## src/rtl/spi_ram_pkg.sv

```systemverilog
// Shared constants and types for the SPI-RAM command arbiter.
// Opcodes match the RAM's two-word command protocol.
package spi_ram_pkg;

  localparam int DW = 8;
  localparam int AW = 8;

  localparam logic [1:0] OP_WR_ADDR = 2'b00;
  localparam logic [1:0] OP_WR_DATA = 2'b01;
  localparam logic [1:0] OP_RD_ADDR = 2'b10;
  localparam logic [1:0] OP_RD_DATA = 2'b11;

  typedef enum logic [2:0] {
    IDLE,
    WR_ADDR,
    WR_DATA,
    RD_ADDR,
    RD_DATA,
    RD_WAIT,
    DONE
  } state_e;

  function automatic logic [AW+1:0] mk_cmd(
    input logic [1:0]    op,
    input logic [AW-1:0] pl
  );
    return {op, pl};
  endfunction

endpackage

```

## src/rtl/rr_arb2.sv

```systemverilog
// Two-input round-robin arbiter with a last-grant pointer.
// Pointer resets to 1 so requester 0 wins the first tie.
module rr_arb2 (
  input  logic       clk,
  input  logic       rst,
  input  logic [1:0] req_i,
  input  logic       en_i,
  output logic [1:0] gnt_o
);

  logic last_q;

  always_comb begin
    gnt_o = req_i;
    if (req_i == 2'b11) begin
      gnt_o = last_q ? 2'b01 : 2'b10;
    end
  end

  always_ff @(posedge clk) begin
    if (rst) begin
      last_q <= 1'b1;
    end else if (en_i && (|req_i)) begin
      last_q <= gnt_o[1];
    end
  end

endmodule

```

## src/rtl/ram_cmd_arbiter.sv

```systemverilog
// Shares a single-port SPI-slave RAM between two requesters,
// issuing two-word commands and returning read data.
module ram_cmd_arbiter
  import spi_ram_pkg::*;
#(
  parameter int TIMEOUT_CYC = 8
) (
  input  logic          clk,
  input  logic          rst,
  input  logic [1:0]    req,
  input  logic [1:0]    we,
  input  logic [AW-1:0] addr0,
  input  logic [AW-1:0] addr1,
  input  logic [DW-1:0] wdata0,
  input  logic [DW-1:0] wdata1,
  output logic [1:0]    ack,
  output logic [DW-1:0] rdata,
  output logic          err,
  output logic          busy,
  output logic [9:0]    ram_din,
  output logic          ram_rx_valid,
  input  logic [DW-1:0] ram_dout,
  input  logic          ram_tx_valid
);

  localparam int CW = $clog2(TIMEOUT_CYC) + 1;
  localparam logic [CW-1:0] CNT_LAST = CW'(TIMEOUT_CYC - 1);
  localparam logic [CW-1:0] CNT_MAX  = {CW{1'b1}};

  state_e        state_q;
  logic          owner_q;
  logic [DW-1:0] wdata_q;
  logic [CW-1:0] cnt_q;
  logic          err_q;
  logic [1:0]    ack_q;
  logic [DW-1:0] rdata_q;
  logic [9:0]    din_q;
  logic          rxv_q;

  logic [1:0]    gnt;
  logic          sel_we;
  logic [AW-1:0] sel_addr;
  logic [DW-1:0] sel_wdata;
  logic [1:0]    own_ack;

  rr_arb2 u_arb (
    .clk   (clk),
    .rst   (rst),
    .req_i (req),
    .en_i  (state_q == IDLE),
    .gnt_o (gnt)
  );

  assign sel_we    = gnt[0] ? we[0]  : we[1];
  assign sel_addr  = gnt[0] ? addr0  : addr1;
  assign sel_wdata = gnt[0] ? wdata0 : wdata1;
  assign own_ack   = owner_q ? 2'b10 : 2'b01;

  // Command outputs are loaded on entry to the state that owns them.
  always_ff @(posedge clk) begin
    if (rst) begin
      state_q <= IDLE;
      owner_q <= 1'b0;
      wdata_q <= '0;
      cnt_q   <= '0;
      err_q   <= 1'b0;
      ack_q   <= '0;
      rdata_q <= '0;
      din_q   <= '0;
      rxv_q   <= 1'b0;
    end else begin
      ack_q <= '0;
      din_q <= '0;
      rxv_q <= 1'b0;
      unique case (state_q)
        IDLE: begin
          if (|req) begin
            owner_q <= gnt[1];
            wdata_q <= sel_wdata;
            rxv_q   <= 1'b1;
            if (sel_we) begin
              din_q   <= mk_cmd(OP_WR_ADDR, sel_addr);
              state_q <= WR_ADDR;
            end else begin
              din_q   <= mk_cmd(OP_RD_ADDR, sel_addr);
              state_q <= RD_ADDR;
            end
          end
        end
        WR_ADDR: begin
          din_q   <= mk_cmd(OP_WR_DATA, wdata_q);
          rxv_q   <= 1'b1;
          state_q <= WR_DATA;
        end
        WR_DATA: begin
          ack_q   <= own_ack;
          state_q <= DONE;
        end
        RD_ADDR: begin
          din_q   <= mk_cmd(OP_RD_DATA, '0);
          rxv_q   <= 1'b1;
          state_q <= RD_DATA;
        end
        RD_DATA: begin
          cnt_q   <= '0;
          state_q <= RD_WAIT;
        end
        RD_WAIT: begin
          if (ram_tx_valid) begin
            rdata_q <= ram_dout;
            ack_q   <= own_ack;
            state_q <= DONE;
          end else if (cnt_q == CNT_LAST) begin
            err_q   <= 1'b1;
            rdata_q <= '0;
            ack_q   <= own_ack;
            state_q <= DONE;
          end else if (cnt_q != CNT_MAX) begin
            cnt_q <= cnt_q + 1'b1;
          end
        end
        DONE: begin
          err_q   <= 1'b0;
          state_q <= IDLE;
        end
        default: state_q <= IDLE;
      endcase
    end
  end

  assign ack          = ack_q;
  assign rdata        = rdata_q;
  assign err          = err_q;
  assign busy         = (state_q != IDLE);
  assign ram_din      = din_q;
  assign ram_rx_valid = rxv_q;

endmodule

```

## config.mk

```make
export PLATFORM = sky130hd
export DESIGN_NAME = ram_cmd_arbiter
export DESIGN_NICKNAME = d
export VERILOG_FILES = /design/src/rtl/spi_ram_pkg.sv /design/src/rtl/rr_arb2.sv /design/src/rtl/ram_cmd_arbiter.sv
export SDC_FILE = /design/constraint.sdc
export NUM_CORES = 1
export LEC_CHECK = 0
export CORE_MARGIN = 8
export CORE_UTILIZATION = 42
export CTS_CLUSTER_SIZE = 10
export DETAILED_ROUTE_END_ITERATION = 8
export PLACE_DENSITY = 0.87
export SYNTH_ARGS = -nofsm -noshare
export SYNTH_HDL_FRONTEND = slang
export SYNTH_SLANG_ARGS = --single-unit
```

## constraint.sdc

```tcl
create_clock -name clk -period 2.2 [get_ports clk]
set_clock_uncertainty 0.1 [all_clocks]
set_input_delay 0.66 -clock clk [delete_from_list [all_inputs] [get_ports clk]]
set_output_delay 0.66 -clock clk [all_outputs]
set_load 0.005 [all_outputs]
```

---- Word-level counts from Yosys, hierarchy flattened ----
Index checks and enable logic that the tools add are counted.
W data, S select, Z words.
storage, ports and cells
  flip-flop bits (word level) ............. 39
  input bits .............................. 47
  output and inout port bits .............. 23
  logic and storage cells ................. 67
operators by class
  add/subtract/negate cells ............... 1
  equal/unequal tests ..................... 15
  mux-type cells .......................... 28
  reductions and logical operators ........ 13
operators with widths
  kind                   count
  $mux W8                4
  $pmux W10 S3           1
  $mux W10               2
  $pmux W3 S6            1
  $mux W2                6
  $mux W4                3
  $ne A2 B2 Y1 const B   5
  $eq A3 B3 Y1 const B   3
  $mux W3                3
  $pmux W4 S2            1
  $eq A3 B2 Y1 const B   2
  $reduce_and A2 Y1      3
  $reduce_bool A2 Y1     3
  $add A4 B1 Y4 const B  1
  $eq A4 B3 Y1 const B   1
  $mux W1                4
  $ne A4 B4 Y1 const B   1
  $pmux W1 S2            2
  $pmux W2 S2            1
  $reduce_and A4 Y1      1
  $reduce_or A2 Y1       2
  $eq A3 B1 Y1 const B   1
  $logic_not A3 Y1       1
  $ne A3 B3 Y1 const B   1
  4 further kinds        4

---- Longest topological paths before layout ----
Gate-level depths: netlist of run 1.
  word-level depth ........................ 6
  mapped depth ............................ 6
  gate-level depth less buffers ........... 5

---- By module ----
From an unflattened synthesis of run 1, not the netlist that was laid out.
unflattened totals
  cells, all modules ...................... 199
  area, all modules ....................... 1954.4 um^2
by module, submodules not included
  module           instances  cells each  area an instance (um^2)  seq. area each (um^2)
  ram_cmd_arbiter  1          192         1893.1                   760.7
  rr_arb2          1          7           61.3                     20.0

---- Worst setup path before layout of run 1 ----
OpenSTA, ideal clock, no wires.
  path type ............................... input port to flip-flop
  start ................................... input port ram_tx_valid
  end ..................................... register ack_q[1], in the netlist ack[1]
  library setup time ...................... 131 ps
  arrival ................................. 1520 ps
  data required time ...................... 1969 ps
  slack ................................... 449 ps
  stages on the path ...................... 4
  path buffers ............................ 1
  path through ............................ clkbuf_1 -> o21bai_1 -> a21boi_1 -> nor3b_1
on the way
  longest elaborated chain between the ends .. 2
RTL lines
  element                 line                    source
  start: declaration      ram_cmd_arbiter.sv:23   input logic ram_tx_valid
  $mux W2                 ram_cmd_arbiter.sv:109  if (ram_tx_valid) begin
  $pmux W2 S2             ram_cmd_arbiter.sv:75   unique case (state_q)
  end signal: assignment  ram_cmd_arbiter.sv:96   ack_q <= own_ack;
  end signal: assignment  ram_cmd_arbiter.sv:111  ack_q <= own_ack;
  end signal: assignment  ram_cmd_arbiter.sv:116  ack_q <= own_ack;
  end: declaration        ram_cmd_arbiter.sv:35   logic [1:0] ack_q;
No other way between the ends.
A chain may end at the register's enable or synchronous reset.

---- Worst setup path after layout of run 1 ----
  start ................................... input port req[1]
  end ..................................... register wdata_q[1]
on the way
  longest elaborated chain between the ends .. 3
  elaborated cells on any way between the ends .. 5
  those cells by class .................... eq/ne: 1; mux: 2; reduce/logical: 2
RTL lines
  element                 line                   source
  start: declaration      ram_cmd_arbiter.sv:10  input logic [1:0] req,
  $eq A2 B2 Y1            rr_arb2.sv:15          if (req_i == 2'b11) begin
  $mux W2                 rr_arb2.sv:15
  $mux W8                 ram_cmd_arbiter.sv:56  assign sel_wdata = gnt[0] ? wdata0 : wdata1;
  end signal: assignment  ram_cmd_arbiter.sv:79  wdata_q <= sel_wdata;
  end: declaration        ram_cmd_arbiter.sv:32  logic [DW-1:0] wdata_q;
Several ways; a longest one is shown, not always the timed one.

==> impl_metrics.env, run 1 <==
export IMPL_outcome="finished clean"
export IMPL_cts_path_max_buffers=2
export IMPL_dp_hpwl_um=3790
export IMPL_io_buffer_count=69
export IMPL_cap_violations=0
export IMPL_grt_pass1_vias=1703
export IMPL_cts_hold_buf=0
export IMPL_synth_top_area_share=0.465
export IMPL_finalCriticalPeriod_ns=1.99
export IMPL_clk_pin_slew_ns=0.08
export IMPL_io_pins=70
export IMPL_syn_area_mm2=0.00168
export IMPL_p_per_area_mw_per_mm2=866
export IMPL_tritoncts="yes"
export IMPL_setup_violations=0
export IMPL_area_growth_pct=55.1
export IMPL_synth_main_ff_cell="dfxtp_1"
export IMPL_seq_area_frac_synth=0.465
export IMPL_critPathMaxStageDelay_ns=0.52
export IMPL_hold_viol=0
export IMPL_routed_wl_um=5090
export IMPL_start_kind="input port"
export IMPL_syn_instance_count=186
export IMPL_rsz0062_at_grt="false"
export IMPL_cts_max_level=2
export IMPL_pwr_share_seq=0.394
export IMPL_cp_arrival_ns=2.08
export IMPL_nets=314
export IMPL_die_area_mm2=0.00628
export IMPL_synth_seq_cells=39
export IMPL_p_int_uw=1560
export IMPL_required_ns=2.29
export IMPL_p_leak_uw=0.00102
export IMPL_drtIter0Drc=110
export IMPL_switching_share=0.307
export IMPL_grt_pass1_wl_um=8180
export IMPL_worstMarginPinSlew_ns=0.338
export IMPL_vias_per_cell=5.30
export IMPL_postCtsSetupBuffers=0
export IMPL_p_total_uw=2250
export IMPL_syn_nets=235
export IMPL_numCtsBuffers=5
export IMPL_cts_sinks=39
export IMPL_core_mm2=0.00391
export IMPL_fin_crit_sh=0.905
export IMPL_wl_per_cell_um=16.1
export IMPL_yosysMostFrequentCell="dfxtp_1"
export IMPL_clk_latency_ns=0.30
export IMPL_start_util=0.429
export IMPL_grt_max_degree=19
export IMPL_slew_headroom=0.775
export IMPL_synthTopCellsByCount="39 x dfxtp_1, 27 x nor2_1, 14 x nand2_1"
export IMPL_peakVddDrop_mv=0.475
export IMPL_diodes=0
export IMPL_die_w_um=79.2
export IMPL_pwr_share_clk=0.269
export IMPL_cp_end_kind="register"
export IMPL_fp_dieH_um=79.2
export IMPL_finalMaxSlewViolations=0
export IMPL_fin_cells=316
export IMPL_ant_nets=0
export IMPL_route_detailed_drc=0
export IMPL_clock_fmax_mhz=502
export IMPL_pwr_share_comb=0.337
export IMPL_critical_path_class="in -> reg"
export IMPL_gp_congestion=0.820
export IMPL_drive_above_1_share=0.117
export IMPL_yosys_warnings=0
export IMPL_ys_top_cells_by_area="dfxtp_1 46%, nor2_1 6.0%, mux2i_1 5.4%"
export IMPL_slowest_stage="clkdlybuf4s50_1"
export IMPL_grtUsageTotal=0.164
export IMPL_dp_cells=308
export IMPL_path_cells="clkdlybuf4s50_1 -> inv_1 -> o21ai_2 -> buf_12 -> o22ai_1 -> a211oi_1"
export IMPL_critPathMaxFanout=16
export IMPL_first_pass_iters=4
export IMPL_grt_ovfl_total=0
export IMPL_cts_root_buf="clkbuf_8"
export IMPL_yosysUniqueCellTypes=42
export IMPL_syn_avg_cell_area_um2=9.03
export IMPL_synth_edf_count=0
export IMPL_placementRows=23
export IMPL_power_switching_uw=692
export IMPL_hold_path_class="reg -> reg"
export IMPL_via_count=1676
export IMPL_crit_buf_inv=3
export IMPL_ys_async_sr_fraction=0
export IMPL_yosys_area_top_type="dfxtp_1"
export IMPL_path_delay_family="buffers and inverters"
export IMPL_antenna_found_initial=0
[routing by layer]
metal	part of all wire	vias up	GRT usage
met1	0.44	770	0.187
met2	0.45	70	0.268
met5	0	-	0
met3	0.093	10	0.0655
met4	0.017	0	0.0611
li1	-	826	-
[power by group through the flow]
stage	registers, µW	logic (µW)	clock network [µW]
final	888	759	607
after global routing	903	829	641
after global placement	895	738	0
after CTS	888	766	622
after detailed placement	901	758	0
after floorplan	900	434	0
[path summary, 6_finish.rpt]
check / end / from / depth (start not counted) / slack [ns]
worst max-delay path: wdata_q[1]$_SDFFE_PP0P_ / req[1] / 6 / 0.21
worst min-delay path: ram_din[7]$_SDFF_PP0_ / wdata_q[7]$_SDFFE_PP0P_ / 2 / 0.36
worst max register to register: ram_din[9]$_SDFF_PP0_ / state_q[0]$_SDFFE_PP0P_ / 5 / 0.50
worst min register to register: ram_din[7]$_SDFF_PP0_ / wdata_q[7]$_SDFFE_PP0P_ / 2 / 0.36
[final cells by class]
| class | count | area (µm²) |
|---|---|---|
| Tap cell | 50 | 62.6 |
| Fill cell | 342 | 1310 |
| Sequential cell | 39 | 781 |
| Inverter | 5 | 18.8 |
| Clock inverter | 3 | 43.8 |
| Clock buffer | 5 | 68.8 |
| Timing Repair Buffer | 84 | 818 |
| Multi-Input combinational cell | 130 | 811 |
[worst reg2reg max path: cells and delay by family (launching register included)]
family | cells | cell delay, ns
compound gates | 1 | 0.13
simple gates | 2 | 0.84
buf+inv | 2 | 0.26
flops | 1 | 0.32
[layout by cell type (no fill, tap or decap), types with 6 or more instances in the layout]
master,instances
o22ai_1,8
o21ai_1,8
mux2i_1,9
a211oi_1,9
clkdlybuf4s50_1,68
a22oi_1,9
buf_4,14
dfxtp_1,39
nor2_1,27
nand2_1,14
nor3_1,6
[cell families after synthesis]
logic type      synth area share
simple gates               0.185
compound gates             0.220
flops                      0.465
buf+inv                   0.0551
mux                       0.0604
fa+ha+maj                 0.0149
[stage by stage]
| step | util | area (µm²) | TNS [ns] | setup slack, ns | hold slack [ns] |
|---|---|---|---|---|---|
| after floorplan | - | 1680 | 0 | 0.449 | 0.317 |
| after global placement | 0.635 | 2480 | 0 | 0.0291 | 0.339 |
| after detailed placement | 0.635 | 2480 | -0.0000302 | -0.0000302 | 0.347 |
| after CTS | 0.665 | 2600 | 0 | 0.00649 | 0.354 |
| after global routing | 0.665 | 2600 | 0 | 0.118 | 0.377 |
| final | 0.665 | 2600 | 0 | 0.209 | 0.358 |
[sequential cells by signal, summed over array words and instances (netlist names)]
register,cells
state_q,3
wdata_q,8
u_arb.last_q,1
ack,2
ram_din,10
err,1
rdata,8
owner_q,1
ram_rx_valid,1
cnt_q,4
[repair_timing]
item                       CTS  global route
setup endpoints to repair    1             1
hold endpoints to repair     0             0
pin swaps                    0             1
resized for setup            1             1
cloned                       0             0
Note: power is estimated with default switching activity, not from simulation.
==> run 2, diff against run 1 <==
--- a/config.mk
+++ b/config.mk
@@ -10,5 +10,5 @@
 export CTS_CLUSTER_SIZE = 10
 export DETAILED_ROUTE_END_ITERATION = 8
-export PLACE_DENSITY = 0.87
+export PLACE_DENSITY = 0.77
 export SYNTH_ARGS = -nofsm -noshare
 export SYNTH_HDL_FRONTEND = slang
==> constraint.sdc (replaced) <==
create_clock -name clk -period 2.2 [get_ports clk]
set_clock_uncertainty 0.1 [all_clocks]
set_input_delay 0.44 -clock clk [delete_from_list [all_inputs] [get_ports clk]]
set_output_delay 0.44 -clock clk [all_outputs]
set_load 0.005 [all_outputs]
==> impl_metrics.env, run 2 (same netlist as run 1, synthesis figures left out) <==
export IMPL_ant_nets=0
export IMPL_largest_reg_flops=10
export IMPL_drive_above_1_share=0.0920
export IMPL_finalCriticalPeriod_ns=2.01
export IMPL_setup_violations=0
export IMPL_route_detailed_drc=0
export IMPL_io_pins=70
export IMPL_vias_per_cell=5.23
export IMPL_critPathMaxFanout=6
export IMPL_first_pass_iters=4
export IMPL_clk_latency_ns=0.28
export IMPL_io_buffer_count=69
export IMPL_die_w_um=79.2
export IMPL_cts_hold_buf=0
export IMPL_antenna_found_initial=0
export IMPL_power_switching_uw=650
export IMPL_path_cells="nor3_2 -> inv_2 -> clkdlybuf4s50_1"
export IMPL_final_util=0.647
export IMPL_dp_hpwl_um=3530
export IMPL_peakVddDrop_mv=0.433
export IMPL_critPathMaxStageDelay_ns=0.55
export IMPL_required_ns=1.66
export IMPL_routed_wl_um=4730
export IMPL_pwr_share_seq=0.426
export IMPL_cp_end_kind="output pin"
export IMPL_hold_path_class="reg -> reg"
export IMPL_p_leak_uw=0.000972
export IMPL_cts_root_buf="clkbuf_8"
export IMPL_outcome="finished clean"
export IMPL_drtIter0Drc=102
export IMPL_core_mm2=0.00391
export IMPL_pwr_share_clk=0.216
export IMPL_wl_per_cell_um=15.2
export IMPL_critical_path_class="reg -> out"
export IMPL_via_count=1627
export IMPL_p_int_uw=1440
export IMPL_cap_violations=0
export IMPL_switching_share=0.310
export IMPL_clock_fmax_mhz=498
export IMPL_pwr_share_comb=0.358
export IMPL_start_util=0.429
export IMPL_tns_ns=0
export IMPL_grt_max_degree=18
export IMPL_slew_headroom=0.584
export IMPL_finalMaxSlewViolations=0
export IMPL_clk_pin_slew_ns=0.07
export IMPL_cts_max_level=2
export IMPL_dp_cells=303
export IMPL_grt_ovfl_total=0
export IMPL_hold_path_depth=2
export IMPL_gp_congestion=0.834
export IMPL_tritoncts="yes"
export IMPL_cts_path_max_buffers=2
export IMPL_numCtsBuffers=5
export IMPL_nets=309
export IMPL_fp_dieH_um=79.2
export IMPL_final_cell_mix="69 x clkdlybuf4s50_1, 39 x dfxtp_1, 27 x nor2_1, 14 x nand2_1"
export IMPL_grtUsageTotal=0.151
export IMPL_postCtsSetupBuffers=0
export IMPL_r2r_cells=5
export IMPL_start_kind="register"
export IMPL_worstMarginPinSlew_ns=0.623
export IMPL_grt_pass1_wl_um=7620
export IMPL_die_area_mm2=0.00628
export IMPL_grt_pass1_vias=1550
export IMPL_fin_crit_sh=0.912
export IMPL_slowest_stage="clkdlybuf4s50_1"
export IMPL_p_total_uw=2090
export IMPL_p_per_area_mw_per_mm2=827
export IMPL_hold_viol=0
export IMPL_cp_arrival_ns=1.47
export IMPL_rsz0062_at_grt="false"
export IMPL_diodes=0
export IMPL_area_growth_pct=50.8
export IMPL_placementRows=23
export IMPL_fin_cells=311
export IMPL_cts_sinks=39
export IMPL_final_common_cell="clkdlybuf4s50_1"
==> run 2: layout make-up <==
type                       count  area (µm²)
clock inverter                 1        5.00
clock buffer                   7        76.3
inverter                       5        18.8
fill                         352        1380
multi-input combinational    130         811
sequential                    39         781
timing repair buffer          79         778
tap                           50        62.6
==> run 2: routing by layer <==
metal  GRT usage  routed length, µm  part of all wire
met1       0.191               2170              0.46
met2       0.222               2010              0.43
met3      0.0609                493              0.10
met4      0.0593                 53             0.011
met5           0                  0                 0
==> run 2: metrics by stage <==
stage | cell area (µm²) | setup WS, ns | hold slack, ns
3_5_place_dp | 2450 | 0.0875 | 0.345
3_3_place_gp | 2450 | 0.190 | 0.338
2_1_floorplan | 1680 | 0.543 | 0.317
6_report | 2530 | 0.194 | 0.354
4_1_cts | 2530 | 0.117 | 0.355
5_1_grt | 2530 | 0.0751 | 0.384
==> run 2: worst max-delay path, delay by kind of cell, from the launching register on <==
family	cells	cell delay [ns]
flip-flops	1	0.45
AND/OR/NAND/NOR	1	0.09
buffers and inverters	2	0.65
==> run 2: repair_timing <==
item,4_1_cts,5_1_grt
endpoints found under the setup margin,0,1
hold endpoints to repair,0,0
gates resized for setup,0,1
==> run 2: worst paths after layout <==
check / from / slack [ns] / end
min: wdata_q[4]$_SDFFE_PP0P_ / 0.35 / ram_din[4]$_SDFF_PP0_
min reg2reg: wdata_q[4]$_SDFFE_PP0P_ / 0.35 / ram_din[4]$_SDFF_PP0_
max: state_q[0]$_SDFFE_PP0P_ / 0.19 / busy
max reg2reg: cnt_q[0]$_SDFFE_PP0P_ / 0.32 / ack[1]$_SDFF_PP0_
==> run 2: power groups by stage <==
stage	Combinational (µW)	Sequential, µW	Clock, µW
2_1_floorplan	434	900	0
3_3_place_gp	741	900	0
3_5_place_dp	748	905	0
4_1_cts	751	889	471
5_1_grt	823	905	499
6_report	750	892	453
